`config.mk`:
```
export PLATFORM = sky130hd
export DESIGN_NAME = regfile_port_ctrl_flat
export DESIGN_NICKNAME = d
export VERILOG_FILES = /design/src/rtl/regfile_port_ctrl_if.sv /design/src/rtl/regfile_port_ctrl.sv /design/src/flat_wrapper.sv
export SDC_FILE = /design/constraint.sdc
export NUM_CORES = 1
export LEC_CHECK = 0
export ABC_AREA = 1
export BUFFER_PORTS_ARGS = -buffer_cell sky130_fd_sc_hd__clkbuf_2
export CAP_MARGIN = 20
export CORE_UTILIZATION = 44
export CTS_CLUSTER_DIAMETER = 30
export CTS_CLUSTER_SIZE = 25
export DETAILED_ROUTE_END_ITERATION = 12
export PLACE_DENSITY = 0.76
export SLEW_MARGIN = 20
export SYNTH_ARGS = -nofsm -noshare
export SYNTH_HDL_FRONTEND = slang
export SYNTH_SLANG_ARGS = --single-unit
```
`constraint.sdc`:
```
create_clock -name clk -period 1.6 [get_ports clk]
set_clock_uncertainty 0.2 [all_clocks]
set_input_delay 0.08 -clock clk [delete_from_list [all_inputs] [get_ports clk]]
set_output_delay 0.08 -clock clk [all_outputs]
set_load 0.05 [all_outputs]
```
`src/rtl/regfile_port_ctrl_if.sv`:
```
// Request/response and cell-array bus for the register-file port controller.
// The controller takes the slave side; the requester plus bit-cell array take the master side.
interface regfile_port_ctrl_if #(
  parameter int DW = 8,
  parameter int AW = 3
);
  localparam int NREG = 2 ** AW;

  logic            ready;
  logic            wr_en;
  logic [AW-1:0]   wr_addr;
  logic [DW-1:0]   wr_data;
  logic            rd_req;
  logic [AW-1:0]   rd_addr1;
  logic [AW-1:0]   rd_addr2;
  logic            rd_valid;
  logic [DW-1:0]   rd_data1;
  logic [DW-1:0]   rd_data2;
  logic [DW-1:0]   cell_wd;
  logic [NREG-1:0] cell_ws;
  logic [NREG-1:0] cell_rs1;
  logic [NREG-1:0] cell_rs2;
  logic [DW-1:0]   cell_rd1;
  logic [DW-1:0]   cell_rd2;

  modport slave (
    input  wr_en, wr_addr, wr_data, rd_req, rd_addr1, rd_addr2, cell_rd1, cell_rd2,
    output ready, rd_valid, rd_data1, rd_data2, cell_wd, cell_ws, cell_rs1, cell_rs2
  );

  modport master (
    output wr_en, wr_addr, wr_data, rd_req, rd_addr1, rd_addr2, cell_rd1, cell_rd2,
    input  ready, rd_valid, rd_data1, rd_data2, cell_wd, cell_ws, cell_rs1, cell_rs2
  );
endinterface

```
`src/rtl/regfile_port_ctrl.sv`:
```
// Port controller for a reset-less bit-cell register file: zero-init sweep after reset,
// one registered issue stage driving one-hot selects, registered read return with forwarding.
module regfile_port_ctrl #(
  parameter int DW = 8,
  parameter int AW = 3
) (
  input  logic               clk,
  input  logic               rst_n,
  regfile_port_ctrl_if.slave bus
);
  localparam int NREG = 2 ** AW;

  typedef enum logic {ST_INIT, ST_IDLE} state_t;

  state_t          r_state, w_state_nxt;
  logic [AW-1:0]   r_k, w_k_nxt;
  logic [NREG-1:0] r_cell_ws_p1, w_cell_ws_nxt;
  logic [NREG-1:0] r_cell_rs1_p1, w_cell_rs1_nxt;
  logic [NREG-1:0] r_cell_rs2_p1, w_cell_rs2_nxt;
  logic [DW-1:0]   r_cell_wd_p1, w_cell_wd_nxt;
  logic            r_rd_vld_p1, w_rd_vld_nxt;
  logic            r_rd_vld_p2;
  logic [DW-1:0]   r_rd_data1_p2, r_rd_data2_p2;
  logic            w_fwd1, w_fwd2;

  // Register 0 is hard-wired to zero, so address 0 never selects a row.
  function automatic logic [NREG-1:0] onehot_nz(input logic [AW-1:0] idx);
    logic [NREG-1:0] v;
    v = '0;
    if (idx != '0) v[idx] = 1'b1;
    return v;
  endfunction

  always_comb begin
    w_state_nxt    = r_state;
    w_k_nxt        = r_k;
    w_cell_ws_nxt  = '0;
    w_cell_rs1_nxt = '0;
    w_cell_rs2_nxt = '0;
    w_cell_wd_nxt  = '0;
    w_rd_vld_nxt   = 1'b0;
    case (r_state)
      ST_INIT: begin
        // Leave INIT only once the last row's clearing write has been presented.
        if (r_cell_ws_p1[NREG-1]) begin
          w_state_nxt = ST_IDLE;
        end else begin
          w_cell_ws_nxt = onehot_nz(r_k);
          if (r_k != AW'(NREG - 1)) w_k_nxt = r_k + AW'(1);
        end
      end
      ST_IDLE: begin
        if (bus.wr_en) begin
          w_cell_ws_nxt = onehot_nz(bus.wr_addr);
          w_cell_wd_nxt = bus.wr_data;
        end
        if (bus.rd_req) begin
          w_cell_rs1_nxt = onehot_nz(bus.rd_addr1);
          w_cell_rs2_nxt = onehot_nz(bus.rd_addr2);
          w_rd_vld_nxt   = 1'b1;
        end
      end
      default: w_state_nxt = ST_INIT;
    endcase
  end

  // A same-stage write to the row being read has not reached the cell yet.
  assign w_fwd1 = |(r_cell_ws_p1 & r_cell_rs1_p1);
  assign w_fwd2 = |(r_cell_ws_p1 & r_cell_rs2_p1);

  always_ff @(posedge clk or negedge rst_n) begin
    if (!rst_n) begin
      r_state       <= ST_INIT;
      r_k           <= AW'(1);
      r_cell_ws_p1  <= '0;
      r_cell_rs1_p1 <= '0;
      r_cell_rs2_p1 <= '0;
      r_cell_wd_p1  <= '0;
      r_rd_vld_p1   <= 1'b0;
      r_rd_vld_p2   <= 1'b0;
      r_rd_data1_p2 <= '0;
      r_rd_data2_p2 <= '0;
    end else begin
      // Issue stage S1
      r_state       <= w_state_nxt;
      r_k           <= w_k_nxt;
      r_cell_ws_p1  <= w_cell_ws_nxt;
      r_cell_rs1_p1 <= w_cell_rs1_nxt;
      r_cell_rs2_p1 <= w_cell_rs2_nxt;
      r_cell_wd_p1  <= w_cell_wd_nxt;
      r_rd_vld_p1   <= w_rd_vld_nxt;
      // Read return stage
      r_rd_vld_p2   <= r_rd_vld_p1;
      if (r_rd_vld_p1) begin
        r_rd_data1_p2 <= w_fwd1 ? r_cell_wd_p1 : bus.cell_rd1;
        r_rd_data2_p2 <= w_fwd2 ? r_cell_wd_p1 : bus.cell_rd2;
      end
    end
  end

  assign bus.ready    = (r_state == ST_IDLE);
  assign bus.cell_ws  = r_cell_ws_p1;
  assign bus.cell_rs1 = r_cell_rs1_p1;
  assign bus.cell_rs2 = r_cell_rs2_p1;
  assign bus.cell_wd  = r_cell_wd_p1;
  assign bus.rd_valid = r_rd_vld_p2;
  assign bus.rd_data1 = r_rd_data1_p2;
  assign bus.rd_data2 = r_rd_data2_p2;
endmodule

```
`src/flat_wrapper.sv`:
```
// flat-port wrapper written by rule: the top's interface ports become plain ports
module regfile_port_ctrl_flat 
#(
  parameter int DW = 8,
  parameter int AW = 3
)
  (clk, rst_n, bus_wr_en, bus_wr_addr, bus_wr_data, bus_rd_req, bus_rd_addr1, bus_rd_addr2, bus_cell_rd1, bus_cell_rd2, bus_ready, bus_rd_valid, bus_rd_data1, bus_rd_data2, bus_cell_wd, bus_cell_ws, bus_cell_rs1, bus_cell_rs2);
  regfile_port_ctrl_if #(.DW(DW), .AW(AW)) bus_i ();
  input  logic clk;
  input  logic rst_n;
  input wire logic [$bits(bus_i.wr_en)-1:0] bus_wr_en;
  input wire logic [$bits(bus_i.wr_addr)-1:0] bus_wr_addr;
  input wire logic [$bits(bus_i.wr_data)-1:0] bus_wr_data;
  input wire logic [$bits(bus_i.rd_req)-1:0] bus_rd_req;
  input wire logic [$bits(bus_i.rd_addr1)-1:0] bus_rd_addr1;
  input wire logic [$bits(bus_i.rd_addr2)-1:0] bus_rd_addr2;
  input wire logic [$bits(bus_i.cell_rd1)-1:0] bus_cell_rd1;
  input wire logic [$bits(bus_i.cell_rd2)-1:0] bus_cell_rd2;
  output wire logic [$bits(bus_i.ready)-1:0] bus_ready;
  output wire logic [$bits(bus_i.rd_valid)-1:0] bus_rd_valid;
  output wire logic [$bits(bus_i.rd_data1)-1:0] bus_rd_data1;
  output wire logic [$bits(bus_i.rd_data2)-1:0] bus_rd_data2;
  output wire logic [$bits(bus_i.cell_wd)-1:0] bus_cell_wd;
  output wire logic [$bits(bus_i.cell_ws)-1:0] bus_cell_ws;
  output wire logic [$bits(bus_i.cell_rs1)-1:0] bus_cell_rs1;
  output wire logic [$bits(bus_i.cell_rs2)-1:0] bus_cell_rs2;
  assign bus_i.wr_en = bus_wr_en;
  assign bus_i.wr_addr = bus_wr_addr;
  assign bus_i.wr_data = bus_wr_data;
  assign bus_i.rd_req = bus_rd_req;
  assign bus_i.rd_addr1 = bus_rd_addr1;
  assign bus_i.rd_addr2 = bus_rd_addr2;
  assign bus_i.cell_rd1 = bus_cell_rd1;
  assign bus_i.cell_rd2 = bus_cell_rd2;
  assign bus_ready = bus_i.ready;
  assign bus_rd_valid = bus_i.rd_valid;
  assign bus_rd_data1 = bus_i.rd_data1;
  assign bus_rd_data2 = bus_i.rd_data2;
  assign bus_cell_wd = bus_i.cell_wd;
  assign bus_cell_ws = bus_i.cell_ws;
  assign bus_cell_rs1 = bus_i.cell_rs1;
  assign bus_cell_rs2 = bus_i.cell_rs2;
  regfile_port_ctrl #(.DW(DW), .AW(AW)) u_core (.clk(clk), .rst_n(rst_n), .bus(bus_i));
endmodule
```
After elaboration in Yosys (flattened, before gate mapping)
Cells that the tools add are included.
{"block": "classes", "n_mux": 27, "bitwise_logic": 4, "magnitude_cmp": 8, "n_eq_ne": 1, "n_reduce_logical": 11, "addsub": 1}
{"cell": "8-bit 2-to-1 mux", "n": 14}
{"cell": "8-bit bitwise AND", "n": 2}
{"cell": "3-bit by 4-bit less-than comparator with 1-bit output (second input constant)", "n": 4}
{"cell": "8-bit one-hot mux with 2 select lines", "n": 1}
{"cell": "8-bit OR reduction", "n": 2}
{"cell": "1-bit demux with 3-bit select", "n": 4}
{"cell": "3-bit by 1-bit greater-or-equal comparator with 1-bit output (second input constant)", "n": 4}
{"cell": "3-bit nonzero test", "n": 4}
{"cell": "1-bit 2-to-1 mux", "n": 8}
{"cell": "1-bit logical AND", "n": 4}
{"cell": "3-bit by 1-bit adder with 3-bit output (second input constant)", "n": 1}
{"cell": "3-bit != test (second input constant)", "n": 1}
{"cell": "3-bit AND reduction", "n": 1}
{"cell": "1-bit NOT", "n": 2}
{"block": "totals", "input_bits": 37, "reg_bits": 54, "word_cells": 62}

Logic depth before layout (Yosys ltp)
{"block": "depth", "ltp_word": 7, "mapped_depth": 7, "mapped_depth_nobuf": 7}

Worst setup path before layout
OpenSTA, ideal clock, no wires.
{"block": "synth_timing", "path_type": "register to register", "startpoint": "register u_core.r_state, in the netlist u_core.bus.ready", "endpoint": "register u_core.r_k[1]", "stages_incl_launch_ff": 7, "n_path_buf": 1, "required_time_ns": 1.277, "t_arrival_ns": 1.283, "period_less_slack_ns": 1.607, "path_slack_ns": -0.007, "path_cell_list": "dfrtp_1 nor2_2 inv_2 or2_0 buf_2 nor2_1 a21oi_1"}
{"block": "synth_between", "elab_chain_cells": 2}
{"item": "start: declaration", "line": "regfile_port_ctrl.sv:15", "rtl": "state_t r_state, w_state_nxt;"}
{"item": "start signal: assignment", "line": "regfile_port_ctrl.sv:85", "rtl": "r_state <= w_state_nxt;"}
{"item": "1-bit NOT (no source line)"}
{"item": "3-bit AND reduction (no source line)"}
{"item": "end signal: assignment", "line": "regfile_port_ctrl.sv:86", "rtl": "r_k <= w_k_nxt;"}
{"item": "end: declaration", "line": "regfile_port_ctrl.sv:16", "rtl": "logic [AW-1:0] r_k, w_k_nxt;"}
Every way passes these cells.
A chain may end at the register's enable or synchronous reset.

Worst setup path after layout
{"block": "layout_timing", "startpoint": "register u_core.r_k[1]", "endpoint": "register u_core.r_k[2]"}
{"block": "layout_between", "elab_chain_cells": 2, "elab_cells_between_ends": 3}
{"item": "branches (longest 2 deep; another with 3-bit by 1-bit adder with 3-bit output)"}
Parallel ways; which one is timed is not known.

==> summary.md <==
| Metric | Value |
|---|---|
| Ys Warns | `0` |
| I/O Buffers | `86` |
| Hpwl dp | `4360 µm` |
| DRT iter0 DRCs | `150` |
| CP max FO | `5` |
| I/O pin cnt | `87` |
| Die Height | `74.8 µm` |
| Max_cap viols | `0` |
| First-pass GRT wire length | `9950 µm` |
| FP Rows | `26` |
| Synth Area in XOR/XNOR | `0.376%` |
| Final core utilization | `67.8%` |
| RSZ-0062 raised after global routing | `false` |
| Vias in the first global route | `2323` |
| Routed wire per std cell | `12.8 µm` |
| CTS Buffer Depth | `2` |
| DIE WIDTH | `74.8 µm` |
| Fin area | `0.00346 mm²` |
| Final ANT Viol Nets | `0` |
| Status | `complete, no violations` |
| Slew headroom | `66.4%` |
| Peak VDD IR | `560 µV` |
| CTS clk-pin slew, worst paths | `0.09 ns` |
| Largest net degree at the start of global routing | `27` |
| Synth Instances | `274` |
| Die Area | `0.00559 mm²` |
| Endpoints failing hold | `0` |
| Effective utilization at floorplan | `45.6%` |
| Final nets | `457` |
| Post-synthesis register bit count | `54` |
| Mean Syn Cell Area | `8.50 µm²` |
| # diodes | `0` |
| Distinct cells, synth | `21` |
| Root Buffer | `clkbuf_8` |
| Sink Count | `54` |
| Total number of H-tree levels | `2` |
| TritonCTS clock tree | `done` |
| Initial antenna violation count | `0` |
| Maximum clock rate | `652 MHz` |
| CP Class | `reg -> reg` |
| Residual DRC | `0` |
| Worst-margin pin slew | `0.504 ns` |
| Layout cells sized above 1 | `28.5%` |
| PwrDens | `835 mW/mm²` |
| Leakage | `0.00197 µW` |
| Min-Delay Path Class | `in -> async` |
| Worst path required time | `1.60 ns` |
| Setup TNS | `0 ns` |
| Adder-Cell Fraction of Synth Area | `1.61%` |
| Post-Syn Area | `0.00233 mm²` |
| Clock Latency Late Sink | `0.30 ns` |
| 1st-pass router iterations | `4` |
| Worst setup SP type | `flop` |
| WP data arrival | `1.53 ns` |
| Final Critical Period | `1.53 ns` |
| Simple-gate area share of the yosys netlist | `29.8%` |
| TritonCTS Buffers | `5` |
| Vias per Instance | `4.70` |
| Global-route usage over all layers | `24.1%` |
| Post-synthesis mux area share | `0%` |
| Crit. End Element | `flop` |
| Sequential-to-total area share from yosys stat | `58.1%` |
| Slew Limit Fails | `0` |
| Vias | `2292` |
| Placed Instance Area | `0.00292 mm²` |
| CORE AREA | `0.00511 mm²` |
| Routability cong. | `0.877` |
| Setup-failing EPs final | `0` |
| DRT Wirelength | `6240 µm` |
| Layout area overhead | `48.7%` |
| Largest family of logic cells by synthesized area | `simple AND/OR/NAND/NOR gates` |
| Congestion Overflow GR | `0` |
| Final worst path period share | `95.9%` |
| Compound-Gate Fraction of Synth Area | `2.42%` |
[worst max-delay path, cell delays in order (launching register included)]
cell     delay, ns
dfrtp_1       0.41
ha_1          0.20
ha_1          0.18
or2_1         0.29
nor2_1        0.11
a21oi_1       0.05
[sequential cells by signal, indices dropped and copies added, names as in the netlist, 3 cells and up]
register / flops
u_core.bus.cell_ws: 8
u_core.bus.cell_rs2: 8
u_core.bus.cell_rs1: 8
u_core.bus.rd_data1: 8
u_core.bus.rd_data2: 8
u_core.r_k: 3
u_core.bus.cell_wd: 8
[final timing paths]
path / depth (start not counted) / to / start / slack, ns
min in group clk: 2 / u_core.bus.rd_data1[2]$_DFFE_PN0P_ / u_core.bus.rd_data1[2]$_DFFE_PN0P_ / 0.29
setup reg to reg: 5 / u_core.r_k[2]$_DFFE_PN0P_ / u_core.r_k[1]$_DFFE_PN0P_ / 0.07
max in group asynchronous: 3 / u_core.r_k[0]$_DFFE_PN1P_ / rst_n / 0.56
hold reg to reg: 2 / u_core.bus.rd_data1[2]$_DFFE_PN0P_ / u_core.bus.rd_data1[2]$_DFFE_PN0P_ / 0.29
setup / recovery: 5 / u_core.r_k[2]$_DFFE_PN0P_ / u_core.r_k[1]$_DFFE_PN0P_ / 0.07
hold / removal: 2 / u_core.bus.rd_data2[1]$_DFFE_PN0P_ / rst_n / 0.07
[kinds of logic (layout without fill, tap and decap cells)]
family	count (synthesis)	count (layout)
DFF	54	54
and+or+nand+nor	160	160
adders and majority gates	3	3
buffers and inverters	46	189
other	1	2
xor gates and xnor gates	1	1
AOI/OAI and AO/OA	9	9
[layer usage]
| layer | vias up | global-route usage (%) | share of wire (%) |
|---|---|---|---|
| met3 | 8 | 4.42 | 6.6 |
| met4 | 0 | 7.13 | 1.2 |
| met2 | 93 | 44.3 | 53 |
| met5 | - | 0 | 0 |
| li1 | 1123 | - | - |
| met1 | 1068 | 28.7 | 40 |
[area by class of cell]
class                   count  area, µm²
repair buffers            139        963
clock inverters             1       5.00
well taps                  70       87.6
multi-input cells         175        810
fillers                   447       1640
flip-flops and latches     54       1350
clock buffers               7       86.3
inverters                  42        158
[cell usage after synthesis, drive strengths merged]
| cell type | count | area share (%) |
|---|---|---|
| dfstp | 1 | 1.1 |
| o22ai | 6 | 1.6 |
| a21oi | 2 | 0.43 |
| dfrtp | 53 | 57 |
| inv | 42 | 6.8 |
| nor2 | 28 | 5.0 |
| nand3 | 35 | 7.5 |
| clkbuf | 1 | 0.16 |
| or2 | 7 | 1.9 |
| nand2 | 88 | 15 |
| nor3 | 2 | 0.43 |
| xor2 | 1 | 0.38 |
| ha | 3 | 1.6 |
| o32ai | 1 | 0.38 |
| buf | 3 | 0.64 |
| conb | 1 | 0.16 |
[power breakdown]
group / switching [µW] / internal [µW] / leakage (µW)
Clock: 420 / 350 / 0.0000482
Combinational: 432 / 212 / 0.00123
Sequential: 44.4 / 1430 / 0.000693
Total: 896 / 1990 / 0.00197
[per-stage QoR]
step | hold slack (ns) | worst slack [ns] | total power [µW] | cells
6_report | 0.0733 | 0.0651 | 2890 | 488
3_5_place_dp | -0.137 | 0.0358 | 2060 | 435
3_3_place_gp | -0.143 | 0.0716 | 2050 | 435
4_1_cts | 0.0734 | 0.0185 | 2910 | 487
5_1_grt | 0.116 | 0.00540 | 3020 | 488
2_1_floorplan | -0.416 | 0.00201 | 1860 | 275
[cell usage in the layout (no fill, tap or decap), drive strengths merged, types with 2 or more instances in the layout]
master | synthesis | layout
nand2 | 88 | 88
ha | 3 | 3
nor3 | 2 | 2
buf | 3 | 9
inv | 42 | 42
or2 | 7 | 7
a21oi | 2 | 2
clkbuf | 1 | 93
dlygate4sd3 | 0 | 44
nand3 | 35 | 35
dfrtp | 53 | 53
conb | 1 | 2
nor2 | 28 | 28
o22ai | 6 | 6
[repair_timing]
item,CTS,global route
endpoints found under the setup margin,0,10
hold buffers,44,0
buffers inserted,0,1
endpoints found under the hold margin,99,0
gates resized for setup,0,2
Power figures use the tool's default switching activity.
